**config.mk**
```make
export PLATFORM = sky130hd
export DESIGN_NAME = parity_check_rx
export DESIGN_NICKNAME = d
export VERILOG_FILES = /design/src/rtl/parity_check_rx.sv
export SDC_FILE = /design/constraint.sdc
export NUM_CORES = 1
export LEC_CHECK = 0
export BUFFER_PORTS_ARGS = -buffer_cell sky130_fd_sc_hd__clkbuf_2
export CELL_PAD_IN_SITES_DETAIL_PLACEMENT = 1
export CELL_PAD_IN_SITES_GLOBAL_PLACEMENT = 1
export CORE_AREA = 4 4 62 75
export CTS_CLUSTER_DIAMETER = 30
export DETAILED_ROUTE_END_ITERATION = 10
export DIE_AREA = 0 0 66 79
export PLACE_DENSITY = 0.78
export SLEW_MARGIN = 20
export SYNTH_ARGS = -nofsm -noshare
export SYNTH_HDL_FRONTEND = slang
export SYNTH_SLANG_ARGS = --single-unit
```
**constraint.sdc**
```tcl
create_clock -name CLK -period 4.8 [get_ports CLK]
set_input_delay 0 -clock CLK [delete_from_list [all_inputs] [get_ports CLK]]
set_output_delay 0 -clock CLK [all_outputs]
set_load 0.01 [all_outputs]
```
**src/rtl/parity_check_rx.sv**
```systemverilog
// Receive-side parity checker with a 2-entry skid buffer.
// Incoming words are checked against the configured parity sense. They are
// queued in FIFO order with their parity-error tag and handed downstream
// without the parity bit. A saturating error counter and a sticky flag
// record every accepted word that has a bad parity bit.
//
// state   | meaning
// --------+-------------------------------------------------------------
// S_EMPTY | no words buffered, OUT_VALID low
// S_ONE   | one word buffered in the head slot
// S_TWO   | both slots full, IN_READY held low for the next cycle
module parity_check_rx #(
    parameter int DATA_W   = 8,
    parameter bit PAR_ODD  = 1'b1,
    parameter bit DROP_ERR = 1'b0,
    parameter int CNT_W    = 8
) (
    input  logic              CLK,
    input  logic              RSTB,
    input  logic              IN_VALID,
    output logic              IN_READY,
    input  logic [DATA_W-1:0] IN_DATA,
    input  logic              IN_PAR,
    output logic              OUT_VALID,
    input  logic              OUT_READY,
    output logic [DATA_W-1:0] OUT_DATA,
    output logic              OUT_PERR,
    input  logic              CLR_ERR,
    output logic [CNT_W-1:0]  ERR_CNT,
    output logic              ERR_STICKY
);

    typedef enum logic [1:0] {
        S_EMPTY = 2'd0,
        S_ONE   = 2'd1,
        S_TWO   = 2'd2
    } occ_e;

    localparam logic [CNT_W-1:0] CNT_MAX = '1;

    occ_e              state_q, state_d;
    logic [DATA_W-1:0] head_data_q, head_data_d;
    logic              head_perr_q, head_perr_d;
    logic [DATA_W-1:0] tail_data_q, tail_data_d;
    logic              tail_perr_q, tail_perr_d;
    logic              in_ready_q, in_ready_d;
    logic [CNT_W-1:0]  err_cnt_q, err_cnt_d;
    logic              err_sticky_q, err_sticky_d;

    logic perr;
    logic accept;
    logic push;
    logic pop;
    logic push_perr;

    // Handshake qualifiers; a bad word in drop mode is accepted but never stored.
    always_comb begin
        perr      = ((^{IN_DATA, IN_PAR}) != PAR_ODD);
        accept    = IN_VALID & in_ready_q;
        push      = accept & ~(DROP_ERR & perr);
        pop       = (state_q != S_EMPTY) & OUT_READY;
        push_perr = perr & ~DROP_ERR;
    end

    // Occupancy FSM and slot steering; the head slot always drives the outputs.
    always_comb begin
        state_d     = state_q;
        head_data_d = head_data_q;
        head_perr_d = head_perr_q;
        tail_data_d = tail_data_q;
        tail_perr_d = tail_perr_q;
        case (state_q)
            S_EMPTY: begin
                if (push) begin
                    state_d     = S_ONE;
                    head_data_d = IN_DATA;
                    head_perr_d = push_perr;
                end
            end
            S_ONE: begin
                case ({push, pop})
                    2'b10: begin
                        state_d     = S_TWO;
                        tail_data_d = IN_DATA;
                        tail_perr_d = push_perr;
                    end
                    2'b11: begin
                        head_data_d = IN_DATA;
                        head_perr_d = push_perr;
                    end
                    2'b01: state_d = S_EMPTY;
                    default: state_d = S_ONE;
                endcase
            end
            S_TWO: begin
                // IN_READY was low, so no push can arrive here.
                if (pop) begin
                    state_d     = S_ONE;
                    head_data_d = tail_data_q;
                    head_perr_d = tail_perr_q;
                end
            end
            default: state_d = S_EMPTY;
        endcase
        in_ready_d = (state_d != S_TWO);
    end

    // Error bookkeeping; a clear never swallows an error arriving in the same cycle.
    always_comb begin
        err_cnt_d    = err_cnt_q;
        err_sticky_d = err_sticky_q;
        if (accept && perr) begin
            err_sticky_d = 1'b1;
            if (CLR_ERR) begin
                err_cnt_d = CNT_W'(1);
            end else if (err_cnt_q != CNT_MAX) begin
                err_cnt_d = err_cnt_q + CNT_W'(1);
            end
        end else if (CLR_ERR) begin
            err_cnt_d    = '0;
            err_sticky_d = 1'b0;
        end
    end

    // State register with immediate reset; reset discards any buffered words.
    always_ff @(posedge CLK or negedge RSTB) begin
        if (!RSTB) begin
            state_q      <= S_EMPTY;
            head_data_q  <= '0;
            head_perr_q  <= 1'b0;
            tail_data_q  <= '0;
            tail_perr_q  <= 1'b0;
            in_ready_q   <= 1'b1;
            err_cnt_q    <= '0;
            err_sticky_q <= 1'b0;
        end else begin
            state_q      <= state_d;
            head_data_q  <= head_data_d;
            head_perr_q  <= head_perr_d;
            tail_data_q  <= tail_data_d;
            tail_perr_q  <= tail_perr_d;
            in_ready_q   <= in_ready_d;
            err_cnt_q    <= err_cnt_d;
            err_sticky_q <= err_sticky_d;
        end
    end

    // All outputs come straight from registers.
    always_comb begin
        IN_READY   = in_ready_q;
        OUT_VALID  = (state_q != S_EMPTY);
        OUT_DATA   = head_data_q;
        OUT_PERR   = head_perr_q;
        ERR_CNT    = err_cnt_q;
        ERR_STICKY = err_sticky_q;
    end

endmodule

```
# Yosys cells after proc, flatten, opt, wreduce, memory -nomap -nowiden
# Index checks and enable logic that the tools add are counted.
# classes
add_sub_neg,1
eq_ne,10
n_mux,18
bitwise_logic,3
n_reduce_logical,10
# op_table
op,count
$mux 8,7
$pmux 8 s3,1
$pmux 2 s3,2
$reduce_xor 9->1,1
$add 8x1->8 const B,1
$ne 8x8->1 const B,1
$eq 2x2->1 const B,3
$ne 2x2->1 const B,3
$reduce_bool 2->1,3
$mux 1,5
$eq 2x1->1 const B,2
$mux 2,2
$reduce_and 2->1,2
$reduce_and 4->1,1
$pmux 1 s3,1
$reduce_bool 3->1,1
$and 1x1->1,2
$logic_not 2->1,1
$ne 2x1->1 const B,1
$logic_and 1x1->1,1
$not 1->1,1
# word_totals
register_bits,30
in_bits,14
output_inout_bits,20
word_cells,50

# Logic depth before layout (Yosys ltp)
# Gate-level depths: netlist of the first run.
# logic_depth
word_depth,6
depth_mapped,6

# Least setup slack after synthesis of the first run
# No wires, ideal clock.
# synth_timing
path_type,flip-flop to flip-flop
start,register err_cnt_q[0] (netlist: ERR_CNT[0])
end,register err_cnt_q[7] (netlist: ERR_CNT[7])
setup_time_ns,0.127
arrival_ns,1.568
required_ns,4.673
path_slack_ns,3.104
stages_incl_launch_ff,7
synth_period_minus_slack_ns,1.696
cell_sequence,dfrtp_1 ha_1 nand4_1 nor2_1 nor3_1 nand4_1 mux2_1
# synth_between
elab_chain_cells,4
word_cells_on_any_way,7
# synth_lines
element,line,source
from (decl),47,"logic [CNT_W-1:0] err_cnt_q, err_cnt_d;"
from (signal assigned),143,err_cnt_q <= err_cnt_d;
$add 8x1->8,117,err_cnt_d = err_cnt_q + CNT_W'(1);
$mux 8,116,end else if (err_cnt_q != CNT_MAX) begin
$mux 8,114,if (CLR_ERR) begin
$mux 8,112,if (accept && perr) begin
# Several ways; a longest one is shown, not always the timed one. The select of a mux whose other input is x is not followed.
# A chain may end at the register's enable or synchronous reset.

# Final worst setup path of the first run
# layout_timing
start,input port IN_DATA[1]
end,register err_cnt_q[7] (netlist: ERR_CNT[7])
# layout_between
elab_chain_cells,5
word_cells_on_any_way,6
# layout_lines
element,line,source
from (decl),22,"input logic [DATA_W-1:0] IN_DATA,"
$reduce_xor 9->1 *,58,"perr = ((^{IN_DATA, IN_PAR}) != PAR_ODD);"
$not 1->1 *,58,
$logic_and 1x1->1 *,112,
$reduce_bool 2->1 (no line),--,
$reduce_and 2->1 (no line),--,
# Every way passes the cells marked *; elsewhere a longest branch is shown, timed or not.

==> implementation parameters, run 1 <==
Parameter                              Value

Drt
  DR pass1 iterations ... 2
  Detailed router's first-iteration violation count ... 74
  Routed vias/inst ... 5.12
  Detail-routed net length per standard cell ... 14.8 µm
  Number of vias after detailed routing ... 1250
  Number of nets with antenna violations after routing ... 0
  DRC violations left ... 0
  Total detailed-routing wirelength ... 3.60 mm

Timing
  Highest achievable clock rate ... 488 MHz
  Final Max Tran Viols ... 0
  RSZ-0062 raised after global routing ... false
  Endpoints failing hold ... 0
  Tcrit/Tclk final ... 42.7%
  Sum Neg Setup Slack ... 0 ns
  Worst rel slew slack ... 49.9%
  Pin slew with the least headroom to its limit ... 0.752 ns
  Shortest period the worst path allows ... 2.05 ns
  Final setup violation count ... 0
  Clk_skew ... 0.00615 ns

Layout
  Final design area excluding fillers ... 1890 µm²
  Most common library cell in the layout ignoring fill and taps ... sky130_fd_sc_hd__clkbuf_2
  Total number of nets in the final design ... 204
  Top library cells by usage in the layout, fill and taps aside ... 33 x sky130_fd_sc_hd__clkbuf_2, 29 x sky130_fd_sc_hd__dfrtp_1, 20 x sky130_fd_sc_hd__nand2_1, 20 x sky130_fd_sc_hd__nor2_1, 9 x sky130_fd_sc_hd__mux2_2
  Layout overhead on the synthesized area ... 25.1%
  Ant. Diodes ... 0
  Fraction of final layout cells with drive strength greater than 1 ... 32.1%
  Count of placed standard cells in the final layout, fillers left out ... 244
  Final core area utilization ... 48.4%

Placement
  Number of placed instances, taps included ... 230
  DPL Wire Length ... 2.66 mm
  Post-Place Cell Area ... 1720 µm²
  Global placer's final weighted congestion ... 0.758
  IO Port Bufs ... 33

Die
  Vertical extent of the die ... 79 µm
  Initial core utilization ... 38.7%
  Total I/O pin count ... 34
  Die Area ... 5210 µm²
  Rows ... 25
  Core area ... 3910 µm²
  Die extent in x ... 66 µm

Critical path
  Critical Setup Path Class ... primary input to flip-flop
  Kind of end point of the critical path ... flip-flop
  Required arrival time at the worst endpoint ... 4.96 ns
  Maximum cell stage delay along the critical path ... 0.55 ns
  Standard cell with the maximum stage delay on the critical path ... sky130_fd_sc_hd__xnor2_2
  Sort of element at the start of the critical path ... primary input
  Critical-path maximum fanout ... 13
  Signal arrival time at the worst endpoint ... 2.21 ns
  Cell-by-cell listing of the critical path ... dlygate4sd3_1 -> clkbuf_2 -> xnor2_1 -> xnor3_2 -> xnor2_2 -> nand4_1 -> mux2_1

Synthesis
  Cell type with the largest total area after synthesis ... sky130_fd_sc_hd__dfrtp_1
  Mean Syn Cell Area ... 10.2 µm²
  Main area contributors after synthesis ... sky130_fd_sc_hd__dfrtp_1 48%, sky130_fd_sc_hd__mux2_2 6.7%, sky130_fd_sc_hd__nand2_1 5.0%, sky130_fd_sc_hd__nor2_1 5.0%, sky130_fd_sc_hd__a31oi_1 3.3%
  Cell Area, Synth ... 1510 µm²
  Cell variety after synth ... 40
  Nets in the synthesized netlist ... 164
  Cells after Synth ... 149
  Sequential cell area fraction in the yosys report ... 49.7%
  Synth warn ... 0
  Count of state elements after synthesis ... 30
  Yosys top cell area share ... 47.9%

Power
  Share of total power in sequential cells ... 42.4%
  Part of the total power dissipated in the clock network ... 26.8%
  IR Drop Worst-Case VDD ... 263 µV
  Net switching power of the design ... 0.000325 W
  Total internal power ... 0.000634 W
  Sw frac ... 33.9%
  Pwr/cell area ... 506 nW/µm²
  Reported leakage power ... 0.868 nW
  Share of power burned in combinational logic ... 30.7%

GRT
  Total track usage ... 16.0%
  Gr ovfl total ... 0
  Via count of the first global-routing pass ... 1387
  Antenna violations before repair ... 0
  Global-route wire length before repair ... 6.45 mm
  Maximum number of pins on one net before global-route repair ... 31

Hold path
  Tightest Hold Check Type ... primary input to flip-flop

Clocking
  Post-CTS sizing ... 0
  Number of clock sinks ... 30
  H-tree depth ... 2
  Clock root buffer ... sky130_fd_sc_hd__clkbuf_8
  Setup Buffers After CTS ... 0
  Number of buffers created by CTS ... 5
  Clock tree from TritonCTS ... built
  Maximum buffer depth of the clock tree ... 2
  Later-pin clock latency in the skew report ... 0.28 ns
  Clock transition time at the flip-flop clock pins of the worst setup and hold paths ... 0.07 ns

Run status
  Status ... completed

Job
  Max_cap viols ... 0
[power groups by stage]
stage | registers (W) | clock network (W) | logic (W)
5_1_grt | 0.000419 | 0.000278 | 0.000335
6_report | 0.000407 | 0.000257 | 0.000295
3_3_place_gp | 0.000403 | 0 | 0.000285
2_1_floorplan | 0.000416 | 0 | 0.000182
4_1_cts | 0.000407 | 0.000263 | 0.000303
3_5_place_dp | 0.000412 | 0 | 0.000298
[per-stage QoR]
stage	hold WS, ns	total power, W	setup WS, ns
after floorplan	-0.296	0.000597	3.10
after global placement	0.103	0.000688	2.79
after detailed placement	0.111	0.000710	2.72
after CTS	0.000393	0.000972	2.69
after global routing	0.00218	0.00103	2.62
final	0.00252	0.000958	2.75
[cell type report]
class | count | area (µm²)
Fill cell | 464 | 2020
Multi-Input combinational cell | 107 | 713
Sequential cell | 30 | 752
Inverter | 6 | 22.5
Clock buffer | 5 | 68.8
Clock inverter | 3 | 45.0
Timing Repair Buffer | 39 | 225
Tap cell | 54 | 67.6
[final timing paths]
| check | from | endpoint | slack, ns | depth (start not counted) |
|---|---|---|---|---|
| setup / recovery | IN_DATA[1] | ERR_CNT[7] | 2.75 | 7 |
| min in group asynchronous | RSTB | OUT_DATA[7] | 0.32 | 2 |
| hold reg to reg | tail_data_q[0] | tail_data_q[0] | 0.52 | 1 |
| max in group asynchronous | RSTB | OUT_PERR | 4.00 | 2 |
| setup reg to reg | ERR_CNT[0] | ERR_CNT[7] | 2.94 | 6 |
| hold / removal | IN_DATA[2] | OUT_DATA[2] | 0.003 | 3 |
[flip-flops by register name, indices dropped and copies added (netlist names)]
name         cells
ERR_CNT          8
OUT_PERR         1
IN_READY         1
tail_data_q      8
tail_perr_q      1
ERR_STICKY       1
OUT_DATA         8
state_q          2
[cells by family after synthesis]
family	share of synthesized area, %
and+or+nand+nor	20.2
DFF	49.7
buffers and inverters	3.47
adders and majority gates	0.826
muxes	8.84
xor gates and xnor gates	6.03
AOI/OAI and AO/OA	10.9
[Yosys cell counts (all sizes together)]
master	instances
and3	1
clkbuf	4
or2	1
o32ai	1
o21ai	3
nand3	1
a311oi	2
nand4	4
nor2	20
nand4b	1
a21oi	4
and4b	1
nand2b	3
buf	2
a21o	1
nor2b	3
xnor3	1
o22ai	1
and2	3
a31oi	8
nand2	20
nor3	4
mux2i	1
nand3b	1
dfrtp	29
dfstp	1
a31o	3
inv	6
ha	1
mux2	11
xnor2	6
a211oi	1
[timing repair]
action,4_1_cts,5_1_grt
hold buffers,6,0
endpoints found under the setup margin,0,0
hold endpoints to repair,38,0
[metal layers]
metal	vias up	track usage [%]	routed length, µm
li1	595	-	-
met1	621	18.9	1550
met2	29	27.7	1810
met3	5	4.38	181
met4	0	5.49	61
met5	-	0	0
[worst max-delay path, delay by kind of cell]
| kind | cells | cell delay [ns] |
|---|---|---|
| XOR/XNOR | 3 | 1.02 |
| buffers and inverters | 2 | 0.66 |
| multiplexers | 1 | 0.34 |
| AND/OR/NAND/NOR | 1 | 0.19 |
(Power assumes the default switching activity.)
==> run 2, diff against run 1 <==
clock period = 2 ns   (was 4.8 ns; I/O delays follow)
==> implementation parameters, run 2 (same netlist as run 1, synthesis figures left out) <==
Parameter                              Value

Clocking
  Setup Buffers After CTS ... 0 (unchanged)
  Clock tree from TritonCTS ... built
  Clock transition time at the flip-flop clock pins of the worst setup and hold paths ... 0.06 ns (about the same)
  Maximum buffer depth of the clock tree ... 2 (unchanged)
  Number of clock sinks ... 30 (unchanged)
  H-tree depth ... 2 (unchanged)
  Later-pin clock latency in the skew report ... 0.28 ns (about the same)
  Number of buffers created by CTS ... 5 (unchanged)
  Clock root buffer ... sky130_fd_sc_hd__clkbuf_8

Power
  Part of the total power dissipated in the clock network ... 20.8% (-6.0 points)
  Share of power burned in combinational logic ... 34.5% (+3.8 points)
  Reported leakage power ... 0.876 nW (+0.97%)
  Sw frac ... 34.9% (+1.0 points)
  Overall power of the completed layout ... 0.00219 W (+130%)
  Share of total power in sequential cells ... 44.7% (+2.3 points)
  Total internal power ... 0.00142 W (+120%)
  IR Drop Worst-Case VDD ... 534 µV (+100%)
  Pwr/cell area ... 1160 nW/µm² (+130%)
  Net switching power of the design ... 0.000764 W (+140%)

Layout
  Fraction of final layout cells with drive strength greater than 1 ... 31.6% (-0.50 points)
  Total area of multi-input combinational cells ... 721 µm² (+1.1%)
  Number of filler instances in the final layout ... 464 (unchanged)
  Ant. Diodes ... 0 (unchanged)
  Total number of nets in the final design ... 208 (+2.0%)
  Layout overhead on the synthesized area ... 25.1% (unchanged)
  Sequential Area ... 752 µm² (unchanged)
  Count of placed standard cells in the final layout, fillers left out ... 247 (+1.2%)
  Top library cells by usage in the layout, fill and taps aside ... 33 x sky130_fd_sc_hd__clkbuf_2, 29 x sky130_fd_sc_hd__dfrtp_1, 20 x sky130_fd_sc_hd__nand2_1, 20 x sky130_fd_sc_hd__nor2_1, 9 x sky130_fd_sc_hd__mux2_2
  Most common library cell in the layout ignoring fill and taps ... sky130_fd_sc_hd__clkbuf_2

Critical path
  Cell-by-cell listing of the critical path ... dlygate4sd3_1 -> clkbuf_2 -> xnor2_1 -> xnor3_2 -> xnor2_4 -> nand4_1 -> mux2_1
  Standard cell with the maximum stage delay on the critical path ... sky130_fd_sc_hd__dlygate4sd3_1
  Kind of end point of the critical path ... flip-flop
  Maximum cell stage delay along the critical path ... 0.54 ns (about the same)
  Signal arrival time at the worst endpoint ... 2.03 ns (-0.18 ns)
  Source of the critical timing path ... IN_DATA[1]
  Sort of element at the start of the critical path ... primary input
  Number of cell instances on the worst register-to-register path ... 6 (unchanged)
  Critical Setup Path Class ... primary input to flip-flop
  Capture point of the worst reg-to-reg path ... ERR_CNT[4]
  Critical-path maximum fanout ... 10 (-3)
  Required arrival time at the worst endpoint ... 2.16 ns (-2.80 ns)
  Reg2reg start ... ERR_CNT[0]
  Slack of the worst reg-to-reg path ... 0.19 ns (-2.75 ns)
  Worst setup path endpoint ... ERR_CNT[4]

Drt
  Detail-routed net length per standard cell ... 15.2 µm (+3.3%)
  Detailed router's first-iteration violation count ... 41 (-45%)
  Total detailed-routing wirelength ... 3.77 mm (+4.6%)
  DR pass1 iterations ... 4 (+2)
  DRC violations left ... 0 (unchanged)
  Routed vias/inst ... 5.07 (-1.1%)
  Number of nets with antenna violations after routing ... 0 (unchanged)
  Number of vias after detailed routing ... 1252 (+0.16%)

Placement
  IO Port Bufs ... 33 (unchanged)
  DPL Wire Length ... 2.72 mm (+2.1%)
  Number of placed instances, taps included ... 234 (+1.7%)
  Worst setup slack after placement ... 0.195 ns (-2.52 ns)
  Global placer's final weighted congestion ... 0.855 (+13%)

Die
  Total I/O pin count ... 34 (unchanged)
  Die extent in x ... 66 µm (unchanged)
  Core area ... 3910 µm² (unchanged)
  Vertical extent of the die ... 79 µm (unchanged)
  Rows ... 25 (unchanged)
  Initial core utilization ... 38.7% (unchanged)
  Die Area ... 5210 µm² (unchanged)

GRT
  Gr ovfl total ... 0 (unchanged)
  Total track usage ... 16.6% (+0.61 points)
  Via count of the first global-routing pass ... 1412 (+1.8%)
  Maximum number of pins on one net before global-route repair ... 31 (unchanged)
  Global-route wire length before repair ... 6.50 mm (+0.74%)
  Antenna violations before repair ... 0 (unchanged)

Timing
  Final setup violation count ... 0 (unchanged)
  Pin slew with the least headroom to its limit ... 0.767 ns (+0.0156 ns)
  Clk_skew ... 0.00332 ns (-0.00282 ns)
  Endpoints failing hold ... 0 (unchanged)
  WHS ... 0.0106 ns (+0.00803 ns)
  Tcrit/Tclk final ... 93.5%
  Worst rel slew slack ... 48.8% (-1.0 points)
  Highest achievable clock rate ... 535 MHz
  Shortest period the worst path allows ... 1.87 ns
  Final Max Tran Viols ... 0 (unchanged)
  Smallest setup slack after layout ... 0.130 ns (-2.62 ns)

Hold path
  Tightest Hold Check Type ... primary input to flip-flop

Run status
  Status ... completed

Job
  Max_cap viols ... 0 (unchanged)
-- run 2: worst min path at each step --
stage | start | endpoint | slack (ns) | cells after the start
final | IN_DATA[7] | OUT_DATA[7] | 0.01 | 3
after global routing | IN_DATA[0] | tail_data_q[0] | 0.006 | 2
after CTS | IN_DATA[0] | tail_data_q[0] | 0.006 | 2
after detailed placement | RSTB | ERR_STICKY | 0.12 | 1
after global placement | RSTB | ERR_STICKY | 0.10 | 1
after floorplan | RSTB | ERR_CNT[0] | -0.30 | 0
-- run 2: per-stage QoR --
stage / cell area (µm²) / TNS, ns / utilization [%]
global route: 1890 / -0.00146 / 48.4
finish: 1890 / 0 / 48.4
global placement: 1750 / 0 / 44.7
detailed placement: 1750 / 0 / 44.7
CTS: 1880 / 0 / 48.2
floorplan: 1510 / 0 / -
-- run 2: cell type report --
cell class / instances / area share [%]
repair buffers: 43 / 13.5
multi-input cells: 107 / 38.0
inverters: 6 / 1.19
well taps: 54 / 3.57
flip-flops and latches: 30 / 39.7
clock buffers: 7 / 4.03
-- run 2: metal layers --
layer  track usage (%)  up-vias  share of wire [%]
met4              7.72        0                2.2
li1                  -      603                  -
met2              28.4       31                 52
met3              4.24        6                5.0
met5                 0        -                  0
met1              19.2      612                 41
-- run 2: power groups by stage --
stage / logic [W] / registers, W / clock network (W)
floorplan: 0.000436 / 0.000998 / 0
global placement: 0.000718 / 0.000965 / 0
detailed placement: 0.000742 / 0.000986 / 0
CTS: 0.000751 / 0.000979 / 0.000475
global route: 0.000844 / 0.00101 / 0.000506
finish: 0.000754 / 0.000978 / 0.000456
-- run 2: critical path, delay by kind of cell --
kind	cells	cell delay, ns
xor gates and xnor gates	3	0.88
buffers and inverters	2	0.67
muxes	1	0.33
and+or+nand+nor	1	0.15
-- run 2: timing repair --
item | in CTS | in global routing
hold buffers | 6 | 0
setup endpoints to repair | 0 | 8
hold endpoints to repair | 38 | 0
gates resized for setup | 0 | 1
